### src/rtl/lcd_hd44780_refresh.sv
// Continuous HD44780 16x2 refresh engine with a 32-byte character buffer.
// After power-up it runs the fixed init command sequence. It then streams the
// buffer to the LCD forever, one frame at a time:
//   0x80, buf[0..15], 0xC0, buf[16..31]
// Each command or character goes out as one bus transaction with three phases:
// SETUP (E low), EHIGH (E high) and WAIT (E low). RS and DB are held for the
// whole transaction.
// Ports:
//   clk, rst          system clock, synchronous active-high reset
//   wr_data/addr/en   buffer write port, one byte per cycle, never stalls
//   lcd_rs/rw/e/db    HD44780 8-bit write-only bus
//   init_done         high once the init sequence has finished
//   frame_done        one-cycle pulse after each complete 2-line refresh
module lcd_hd44780_refresh #(
   parameter int unsigned T_POWERUP = 750000,
   parameter int unsigned T_AS      = 2,
   parameter int unsigned T_PW      = 25,
   parameter int unsigned T_CMD     = 2500,
   parameter int unsigned T_CLEAR   = 100000
) (
   input  logic       clk,
   input  logic       rst,
   input  logic [7:0] wr_data,
   input  logic [4:0] wr_addr,
   input  logic       wr_en,
   output logic       lcd_rs,
   output logic       lcd_rw,
   output logic       lcd_e,
   output logic [7:0] lcd_db,
   output logic       init_done,
   output logic       frame_done
);

   localparam int unsigned MaxA = (T_POWERUP > T_CLEAR) ? T_POWERUP : T_CLEAR;
   localparam int unsigned MaxB = (T_CMD > T_PW) ? T_CMD : T_PW;
   localparam int unsigned MaxC = (MaxB > T_AS) ? MaxB : T_AS;
   localparam int unsigned MaxT = (MaxA > MaxC) ? MaxA : MaxC;
   localparam int unsigned CntW = $clog2(MaxT + 1);

   typedef logic [CntW-1:0] cnt_t;

   localparam cnt_t PwrLast = cnt_t'(T_POWERUP - 1);
   localparam cnt_t AsLast  = cnt_t'(T_AS - 1);
   localparam cnt_t PwLast  = cnt_t'(T_PW - 1);
   localparam cnt_t CmdLast = cnt_t'(T_CMD - 1);
   localparam cnt_t ClrLast = cnt_t'(T_CLEAR - 1);

   typedef enum logic [2:0] {StPwrupWait, StInit, StLine1Addr, StChars, StLine2Addr} state_e;
   typedef enum logic [1:0] {PhSetup, PhEhigh, PhWait} phase_e;

   state_e     state_q, state_d;
   phase_e     phase_q, phase_d;
   cnt_t       cnt_q, cnt_d, wait_last;
   logic [4:0] idx_q, idx_d;
   logic       rs_q, rs_d;
   logic [7:0] db_q, db_d;
   logic       init_done_q, init_done_d;
   logic       frame_done_q, frame_done_d;
   logic       start;
   logic [7:0] char_q [32];

   function automatic logic [7:0] init_cmd(input logic [2:0] i);
      case (i)
         3'd0, 3'd1, 3'd2, 3'd3: init_cmd = 8'h38;
         3'd4:                   init_cmd = 8'h08;
         3'd5:                   init_cmd = 8'h01;
         3'd6:                   init_cmd = 8'h06;
         default:                init_cmd = 8'h0C;
      endcase
   endfunction

   // Writes are accepted in every state. A write landing on the same edge that
   // latches that position is seen only on the next frame.
   always_ff @(posedge clk) begin
      if (rst) begin
         for (int i = 0; i < 32; i++) char_q[i] <= 8'h20;
      end else if (wr_en) begin
         char_q[wr_addr] <= wr_data;
      end
   end

   always_ff @(posedge clk) begin
      if (rst) begin
         state_q      <= StPwrupWait;
         phase_q      <= PhSetup;
         cnt_q        <= '0;
         idx_q        <= '0;
         rs_q         <= 1'b0;
         db_q         <= 8'h00;
         init_done_q  <= 1'b0;
         frame_done_q <= 1'b0;
      end else begin
         state_q      <= state_d;
         phase_q      <= phase_d;
         cnt_q        <= cnt_d;
         idx_q        <= idx_d;
         rs_q         <= rs_d;
         db_q         <= db_d;
         init_done_q  <= init_done_d;
         frame_done_q <= frame_done_d;
      end
   end

   always_comb begin
      state_d      = state_q;
      phase_d      = phase_q;
      cnt_d        = cnt_q + 1'b1;
      idx_d        = idx_q;
      rs_d         = rs_q;
      db_d         = db_q;
      init_done_d  = init_done_q;
      frame_done_d = 1'b0;
      start        = 1'b0;
      // The clear command needs the long settle time.
      wait_last    = (state_q == StInit && idx_q == 5'd5) ? ClrLast : CmdLast;

      if (state_q == StPwrupWait) begin
         if (cnt_q == PwrLast) begin
            state_d = StInit;
            idx_d   = '0;
            start   = 1'b1;
         end
      end else begin
         unique case (phase_q)
            PhSetup: if (cnt_q == AsLast) begin
               phase_d = PhEhigh;
               cnt_d   = '0;
            end
            PhEhigh: if (cnt_q == PwLast) begin
               phase_d = PhWait;
               cnt_d   = '0;
            end
            PhWait: if (cnt_q == wait_last) begin
               start = 1'b1;
               case (state_q)
                  StInit: begin
                     if (idx_q == 5'd7) begin
                        init_done_d = 1'b1;
                        state_d     = StLine1Addr;
                     end else begin
                        idx_d = idx_q + 5'd1;
                     end
                  end
                  StLine1Addr: begin
                     state_d = StChars;
                     idx_d   = 5'd0;
                  end
                  StLine2Addr: begin
                     state_d = StChars;
                     idx_d   = 5'd16;
                  end
                  StChars: begin
                     if (idx_q == 5'd15) begin
                        state_d = StLine2Addr;
                     end else if (idx_q == 5'd31) begin
                        frame_done_d = 1'b1;
                        state_d      = StLine1Addr;
                     end else begin
                        idx_d = idx_q + 5'd1;
                     end
                  end
                  default: ;
               endcase
            end
            default: ;
         endcase
      end

      // On SETUP entry, latch the byte for the new transaction. It stays on the bus
      // until the next transaction starts.
      if (start) begin
         cnt_d   = '0;
         phase_d = PhSetup;
         case (state_d)
            StInit:      begin rs_d = 1'b0; db_d = init_cmd(idx_d[2:0]); end
            StLine1Addr: begin rs_d = 1'b0; db_d = 8'h80; end
            StLine2Addr: begin rs_d = 1'b0; db_d = 8'hC0; end
            StChars:     begin rs_d = 1'b1; db_d = char_q[idx_d]; end
            default: ;
         endcase
      end
   end

   always_comb begin
      lcd_e      = (state_q != StPwrupWait) && (phase_q == PhEhigh);
      lcd_rs     = rs_q;
      lcd_rw     = 1'b0;
      lcd_db     = db_q;
      init_done  = init_done_q;
      frame_done = frame_done_q;
   end

endmodule

### config.mk
export PLATFORM = sky130hd
export DESIGN_NAME = lcd_hd44780_refresh
export DESIGN_NICKNAME = d
export VERILOG_FILES = /design/src/rtl/lcd_hd44780_refresh.sv
export SDC_FILE = /design/constraint.sdc
export NUM_CORES = 1
export LEC_CHECK = 0
export ABC_CLOCK_PERIOD_IN_PS = 5800
export BUFFER_PORTS_ARGS = -buffer_cell sky130_fd_sc_hd__buf_4
export CAP_MARGIN = 20
export CORE_MARGIN = 3
export CORE_UTILIZATION = 50
export DETAILED_ROUTE_END_ITERATION = 10
export PLACE_DENSITY = 0.62
export SLEW_MARGIN = 20
export SYNTH_ARGS = -nofsm -noshare
export SYNTH_HDL_FRONTEND = slang
export SYNTH_SLANG_ARGS = --single-unit
### constraint.sdc
create_clock -name clk -period 5.8 [get_ports clk]
set_input_delay 0.87 -clock clk [delete_from_list [all_inputs] [get_ports clk]]
set_output_delay 0.87 -clock clk [all_outputs]
set_load 0.03 [all_outputs]
# Word-level counts from Yosys, hierarchy flattened
# Memories as Yosys holds them, arrays and structs flattened.
# Index checks and enable logic that the tools add are counted.
[word_totals]
output_inout_bits = 13
regBits = 41
mem_bits_rw = 256
input_bits = 16
memories = 1
wordCells = 100
[op_classes]
mux = 40
n_addsub = 2
reduce_logical = 19
eq_ne = 26
bitwise_logic = 4
[memory_table]
columns = ["name", "depth", "word_bits", "rd", "rd_ports_with_merged_regs", "write_ports", "line_no", "text"]
rows = [
  ["char_q", 32, 8, 1, 0, 32, "60", "logic [7:0] char_q [32];"],
]
[ops]
columns = ["op", "n"]
rows = [
  ["two-way mux 20 bit", 3],
  ["two-way mux 5 bit", 8],
  ["one-hot mux 20 bit (2 select lines)", 1],
  ["one-hot mux 8 bit (4 select lines)", 1],
  ["one-hot mux 6 bit (4 select lines)", 1],
  ["two-way mux 3 bit", 7],
  ["adder 20 x 1 -> 20 bit (second input constant)", 1],
  ["== test 20 x 1 -> 1 bit (second input constant)", 1],
  ["== test 20 x 17 -> 1 bit", 1],
  ["== test 20 bit (second input constant)", 1],
  ["== test 20 x 5 -> 1 bit (second input constant)", 1],
  ["one-hot mux 5 bit (4 select lines)", 1],
  ["== test 3 x 2 -> 1 bit (second input constant)", 6],
  ["two-way mux 17 bit", 1],
  ["== test 3 bit (second input constant)", 5],
  ["two-way mux 1 bit", 11],
  ["== test 5 x 3 -> 1 bit (second input constant)", 2],
  ["== test 3 x 1 -> 1 bit (second input constant)", 3],
  ["one-hot mux 3 bit (3 select lines)", 1],
  ["two-way mux 8 bit", 1],
  ["OR reduction 8 bit", 1],
  ["logical NOT 3 bit", 2],
  ["OR reduction 6 bit", 1],
  ["adder 5 x 1 -> 5 bit (second input constant)", 1],
  ["20 further kinds", 29],
]

# Longest topological paths before layout
# Gate-level depths: netlist of run 1.
[depth]
ltp_word = 11
depth_mapped = 18
mapped_depth_nobuf = 14

# Worst setup path after synthesis of run 1
# No wires, ideal clock.
[synth_path]
path_type = "flip-flop to flip-flop"
from = "register idx_q[0]"
to = "register db_q[1], in the netlist lcd_db[1]"
period_less_slack_ns = 3.512
t_required_ns = 5.721
stages_incl_launch_ff = 18
n_path_buf = 3
setup_slack_ns = 2.288
t_arrival_ns = 3.432
setup_time_ns = 0.079
path_cell_list = "dfxtp_1 > ha_1 > and3_1 > ha_1 > or4b_1 > o21ai_0 > o211ai_1 > o211a_1 > or2_1 > buf_2 > buf_6 > buf_6 > mux2i_1 > mux2i_1 > mux2i_1 > a2111oi_2 > o21ai_1 > a211oi_2"
[synth_between]
elab_chain_cells = 11
elab_cells_between_ends = 43
cone_classes = "1 x add/sub; 15 x eq/ne; 21 x mux; 5 x reduce/logical; 1 x memory"
[synth_rtl]
columns = ["item", "line_no", "text"]
rows = [
  ["start: declaration", "54", "logic [4:0] idx_q, idx_d;"],
  ["start signal: assignment", "96", "idx_q <= idx_d;"],
  ["branches (longest 11 deep; another with memory (32 x 8 bit))", "--", ""],
  ["end signal: assignment", "89", "db_q <= 8'h00;"],
  ["end signal: assignment", "98", "db_q <= db_d;"],
  ["end: declaration", "56", "logic [7:0] db_q, db_d;"],
]
# Several ways; the timed one is not identified.
# A chain may end at the register's enable or synchronous reset.

# Worst setup path after layout of run 1
[layout_path]
from = "register state_q[1]"
to = "register db_q[1], in the netlist lcd_db[1]"
[layout_between]
elab_chain_cells = 11
elab_cells_between_ends = 41
cone_classes = "15 x eq/ne; 18 x mux; 7 x reduce/logical; 1 x memory"
[layout_rtl]
columns = ["item", "line_no", "text"]
rows = [
  ["start: declaration", "51", "state_e state_q, state_d;"],
  ["start signal: assignment", "84", "state_q <= StPwrupWait;"],
  ["start signal: assignment", "93", "state_q <= state_d;"],
  ["branches (longest 11 deep; another with memory (32 x 8 bit))", "--", ""],
]
# Several ways; the timed one is not identified.

==> impl_metrics.json, run 1 <==
{
  "power_mw": 4.81,
  "vias": 10400,
  "slew_headroom_pct": 26.2,
  "yosys.area_share.simple_pct": 28.1,
  "vias_per_cell": 5.81,
  "synth-xor-area-share_pct": 1.30,
  "leakage_nw": 5.88,
  "worst-path-max-fanout": 41,
  "fin_ws_ns": 1.54,
  "synth_edf_count": 256,
  "die_w_um": 178,
  "antenna_found_initial": 0,
  "post_cts_buffers": 0,
  "min_from": "lcd_rs",
  "synth_mux_area_share_pct": 3.60,
  "cts_buffers": 35,
  "drv_slew": 0,
  "required_ns": 6.23,
  "grt_pass1_vias": 10100,
  "wl_per_cell_um": 21.9,
  "grt_overflow_total": 0,
  "synth_top_family_by_area": "simple AND/OR/NAND/NOR gates",
  "synth_fa_ha_area_share_pct": 0.591,
  "worstRegToRegCells": 12,
  "grt_usage_pct": 25.0,
  "p_per_area_mw_per_mm2": 296,
  "hold_path_end": "lcd_rs",
  "rrSetupSlack_ns": 1.54,
  "fin_setup_tns_ns": 0,
  "clk_path_buf_depth": 3,
  "cts-root-buf": "clkbuf_16",
  "synth_seq_cells": 297,
  "rsz0062_at_grt": "no",
  "crit_path_end_kind": "register",
  "start_util_pct": 51.2,
  "final_net_count": 1402,
  "ir_drop_mv": 0.245,
  "clk_latency_ns": 0.51,
  "crit_path_start_kind": "register",
  "tritoncts": "yes",
  "core_mm2": 0.0289,
  "die-area_mm2": 0.0317,
  "finalSetupViolCount": 0,
  "post-place-ws_ns": 1.34,
  "clock_sinks": 297,
  "yosys-top-cells-area": "edfxtp_1, and2_1, nand2_1",
  "synth_top_area_share_pct": 51.9,
  "firstDrtPassIters": 5,
  "hold_class": "reg -> reg",
  "hold_viol": 0,
  "synth_ff_type": "edfxtp_1",
  "netlist_instances": 1400,
  "hold_buffers": 0,
  "cap_viol_max_count": 0,
  "wl_um": 39200,
  "area_growth_pct": 9.81,
  "fp.dieH_um": 178,
  "critPathArrivalTime_ns": 4.69,
  "syn_area_per_cell_um2": 10.6,
  "synth_cell_types": 78,
  "htree_levels": 2,
  "rows": 62,
  "fillCellCount": 2506,
  "fin_crit_ns": 4.26,
  "max_freq_mhz": 235,
  "numPortBuffers": 27,
  "drc": 0,
  "fin_crit_sh_pct": 73.4,
  "status": "completed",
  "first_iter_violations": 1013,
  "dp_hpwl_um": 24500,
  "cts.repair.resized": 0,
  "r2r_start": "state_q[1]",
  "tightest_slew_ns": 1.10,
  "diodes": 0,
  "fin_skew_ns": 0.0200,
  "r2r-end": "lcd_db[1]",
  "syn-num-nets": 1423,
  "netlist_area_mm2": 0.0148,
  "yosysTopAreaCell": "edfxtp_1",
  "io_pins": 29,
  "yosysWarnings": 0,
  "postSynth.asyncResetShare_pct": 0,
  "yosysSeqAreaShare_pct": 57.4,
  "grt_pass1_wl_um": 60300,
  "antenna_left": 0,
  "grt_max_degree": 99,
  "hold_depth": 2,
  "path_class": "reg -> reg",
  "path_clk_slew_ns": 0.06,
  "drive_gt1_share_pct": 10.8,
  "gp_congestion": 0.914,
  "synth_compound_area_share_pct": 5.51
}
## cell usage in the layout (no fill, tap or decap), drive strengths merged, types with 5 or more instances in the layout
cell / synthesis / final
a21oi: 20 / 20
a221oi: 5 / 5
a31oi: 16 / 16
a32oi: 6 / 6
and2: 230 / 230
and3: 12 / 12
buf: 36 / 38
clkbuf: 60 / 44
clkinv: 0 / 12
dfxtp: 41 / 41
edfxtp: 256 / 256
ha: 7 / 7
inv: 11 / 12
mux2i: 51 / 51
nand2: 223 / 223
nand3: 113 / 113
nand4: 6 / 6
nor2: 98 / 98
nor3: 13 / 13
nor4: 9 / 9
o21ai: 17 / 17
o21bai: 5 / 5
or2: 36 / 36
or3: 37 / 37
xnor2: 11 / 11
xor2: 11 / 11
## logic make-up (layout without fill, tap and decap cells)
group / Yosys count / after routing
mux: 53 / 53
compound gates: 112 / 112
other cells: 1 / 1
xor+xnor: 22 / 22
flops: 297 / 297
buf+inv: 107 / 109
simple gates: 801 / 801
fa+ha+maj: 7 / 7
## report_power, final
| group | switching [mW] | internal, mW | leakage (nW) |
|---|---|---|---|
| sequential | 0.0334 | 2.42 | 2.78 |
| combinational | 0.144 | 0.0511 | 2.55 |
| clock | 0.864 | 1.30 | 0.553 |
| total | 1.04 | 3.77 | 5.88 |
## per-stage QoR
stage	hold slack (ns)	area, um^2	util (%)	cells
2_1_floorplan	0.445	14800	-	1400
3_3_place_gp	0.457	15200	52.4	1726
3_5_place_dp	0.468	15200	52.4	1726
4_1_cts	0.477	16300	56.2	1786
5_1_grt	0.494	16300	56.2	1786
6_report	0.469	16300	56.2	1786
## how the worst max path moves through the flow
stage               start   endpoint  slack, ns
3_3_place_gp   state_q[1]  lcd_db[7]       1.49
2_1_floorplan    idx_q[0]  lcd_db[1]       2.29
6_report       state_q[1]  lcd_db[1]       1.54
3_5_place_dp   state_q[1]  lcd_db[1]       1.34
4_1_cts        state_q[1]  lcd_db[1]       1.34
5_1_grt        state_q[1]  lcd_db[1]       1.19
## registers in the layout, indices dropped and copies added (netlist names)
signal and flops:
char_q 256, cnt_q 20, frame_done 1, idx_q 5, init_done 1, lcd_db 8
lcd_rs 1, phase_q 2, state_q 3
## worst max-delay path: stages, from the launching register on
cell       delay [ns]
dfxtp_1          0.50
nand3b_1         0.26
nor4_1           0.31
mux2i_2          0.75
nor3_1           0.13
o41ai_2          0.40
nand2_2          0.59
buf_4            0.42
nand3_1          0.10
a21oi_1          0.09
a2111oi_2        0.33
o21ai_1          0.12
a211oi_2         0.18
## Yosys cell counts, types with 12 or more instances
cell type,instances
and2_1,230
nor2_1,96
a21oi_1,19
clkbuf_1,60
nand3_1,112
or2_2,34
buf_2,21
edfxtp_1,256
dfxtp_1,41
nand2_1,222
and3_1,12
a31oi_1,15
or3_1,37
mux2i_1,51
o21ai_0,13
## per-layer routing
metal / track usage (%) / wire length [um] / share of wire, % / vias to the layer above
li1: - / - / - / 4869
met1: 36.4 / 17800 / 45 / 5087
met2: 39.0 / 18000 / 46 / 361
met3: 4.24 / 2520 / 6.4 / 58
met4: 6.53 / 795 / 2.0 / 0
met5: 0 / 0 / 0 / -
## area by class of cell
cell class	count	area (um^2)	share of cell area (%)
clock inverter	16	153	0.938
timing repair buffer	38	323	1.98
multi-input combinational	996	5810	35.7
sequential	297	8510	52.3
clock buffer	44	961	5.90
tap	384	480	2.95
inverter	11	41.3	0.254
Power figures use the tool's default switching activity.
==> inputs of run 2 (changes only) <==
ABC_CLOCK_PERIOD_IN_PS = 3700   (was 5800)
PLACE_DENSITY = 0.64   (was 0.62)
clock period = 3.7 ns   (was 5.8 ns; I/O delays follow)
==> run 2 against run 1 <==
Against the previous run: die area is the same; clock skew grew 0.0064 ns; sequential power grew 57%; maximum frequency grew 16%; cell area grew 6.3%; global-route usage grew 0.66 points; count of clock-buffer cells in the layout shrank 5; register-to-register slack lost 1.5 ns; flip-flop and latch count is the same; utilization grew 3.6 points; worst setup slack lost 1.5 ns.
==> impl_metrics.json, run 2 (synthesis gave the netlist of run 1 again) <==
{
  "die_w_um": 178,
  "fin_crit_ns": 3.67,
  "rrSetupSlack_ns": 0.03,
  "die-area_mm2": 0.0317,
  "grt_max_degree": 56,
  "rsz0062_at_grt": "yes",
  "antenna_found_initial": 0,
  "max_freq_mhz": 272,
  "drc": 0,
  "hold_class": "reg -> reg",
  "cts_buffers": 34,
  "first_iter_violations": 1205,
  "vias_per_cell": 5.77,
  "wl_met2_um": 19000,
  "fin_skew_ns": 0.0263,
  "clk_latency_ns": 0.52,
  "final_cell_area_mm2": 0.0173,
  "hold_depth": 1,
  "clock_sinks": 297,
  "cap_viol_max_count": 0,
  "required_ns": 4.13,
  "drive_gt1_share_pct": 18.3,
  "crit_path_end_kind": "register",
  "crit_cells": 17,
  "r2r_start": "idx_q[0]",
  "cts-root-buf": "clkbuf_16",
  "critPathArrivalTime_ns": 4.10,
  "r2r-end": "lcd_db[3]",
  "wl_um": 40700,
  "slew_headroom_pct": 38.2,
  "start_util_pct": 51.2,
  "diodes": 0,
  "clk_path_buf_depth": 3,
  "hold_viol": 0,
  "fin_crit_sh_pct": 99.2,
  "crit_buf_inv": 3,
  "final_net_count": 1492,
  "path_clk_slew_ns": 0.06,
  "fp.dieH_um": 178,
  "dr_wl_met3_um": 2750,
  "leakage_nw": 6.41,
  "numPortBuffers": 27,
  "io_pins": 29,
  "status": "completed",
  "fillCellCount": 2418,
  "drv_slew": 0,
  "crit_path_start_kind": "register",
  "grt_pass1_vias": 10400,
  "crit_slowest_cell": "or4b_4",
  "final_common_cell": "edfxtp_1",
  "firstDrtPassIters": 5,
  "p_per_area_mw_per_mm2": 439,
  "finalSetupViolCount": 0,
  "grt_pass1_wl_um": 61700,
  "path_class": "reg -> reg",
  "max_stage_delay_ns": 0.53,
  "worstRegToRegCells": 17,
  "cp_top_family": "simple AND/OR/NAND/NOR gates",
  "gp_congestion": 0.899,
  "wl_met1_um": 17800,
  "dp_hpwl_um": 26400,
  "crit_end": "lcd_db[3]",
  "tritoncts": "yes",
  "htree_levels": 2,
  "holdWs_ns": 0.461,
  "dpl_cell_area_mm2": 0.0158,
  "core_mm2": 0.0289,
  "ir_drop_mv": 0.269,
  "antenna_left": 0,
  "largest_reg_flops": 256,
  "crit_path_start": "idx_q[0]",
  "regMostFlops": "char_q",
  "rows": 62,
  "crit_chain": "ha_4 > and3_4 > ha_4 > or4b_4 > o21ai_4 > o211ai_1 > o211a_1 > or2_4 > buf_12 > buf_8 > buf_4 > mux2i_2 > mux2i_2 > mux2i_1 > a32oi_1 > nand3_1 > a211oi_2",
  "power_mw": 7.60,
  "final_cell_mix": "edfxtp_1, and2_1, nand2_1",
  "grt_usage_pct": 25.6,
  "top_layer_used": "met4",
  "area_growth_pct": 16.8,
  "fin_setup_tns_ns": 0,
  "worst-path-max-fanout": 7,
  "wl_per_cell_um": 21.7,
  "grt_overflow_total": 0,
  "vias": 10800,
  "tightest_slew_ns": 0.926
}
-- run 2: cell types whose count changed in the layout (fill, tap and decap cells not counted), sizes merged --
cell,before,now
buf,38,128
bufinv,3,5
clkbuf,44,40
clkinv,12,13
clkinvlp,0,2
-- run 2: final cells by class --
type	instances	area [um^2]	share of cell area [%]
Timing Repair Buffer	129	1160	6.73
Tap cell	384	480	2.78
Sequential cell	297	8510	49.2
Inverter	11	41.3	0.239
Clock inverter	21	240	1.39
Multi-Input combinational cell	996	5970	34.5
Clock buffer	39	891	5.15
-- run 2: worst min-delay path by stage --
stage,from,to,slack [ns]
after global placement,lcd_rs,lcd_rs,0.44
after detailed placement,lcd_rs,lcd_rs,0.46
after floorplan,cnt_q[0],cnt_q[0],0.44
final,cnt_q[0],cnt_q[0],0.46
after global routing,cnt_q[0],cnt_q[0],0.50
after CTS,lcd_rs,lcd_rs,0.47
-- run 2: repair_timing --
action	4_1_cts	5_1_grt
pin swaps	10	9
endpoints found under the setup margin	4	8
resized for setup	10	41
gates cloned	0	1
setup buffers	8	8
hold buffers	0	0
-- run 2: per-layer routing --
| layer | up-vias | GRT usage (%) |
|---|---|---|
| li1 | 5052 | - |
| met1 | 5298 | 36.7 |
| met2 | 401 | 40.6 |
| met3 | 82 | 4.21 |
| met4 | 0 | 7.40 |
| met5 | - | 0 |
-- run 2: power breakdown --
| group | total, mW | switching [mW] | leakage (nW) | internal (mW) |
|---|---|---|---|---|
| logic | 0.307 | 0.221 | 3.07 | 0.0858 |
| registers | 3.84 | 0.0539 | 2.79 | 3.79 |
| clock network | 3.45 | 1.37 | 0.558 | 2.08 |
-- run 2: through the flow --
stage               setup slack (ns)  utilization, %  cells
floorplan                      0.188               -   1400
global placement             -0.0216            54.7   1802
detailed placement            -0.117            54.7   1802
CTS                          -0.0145            58.8   1869
global route                 -0.0504            59.8   1877
finish                        0.0286            59.8   1877
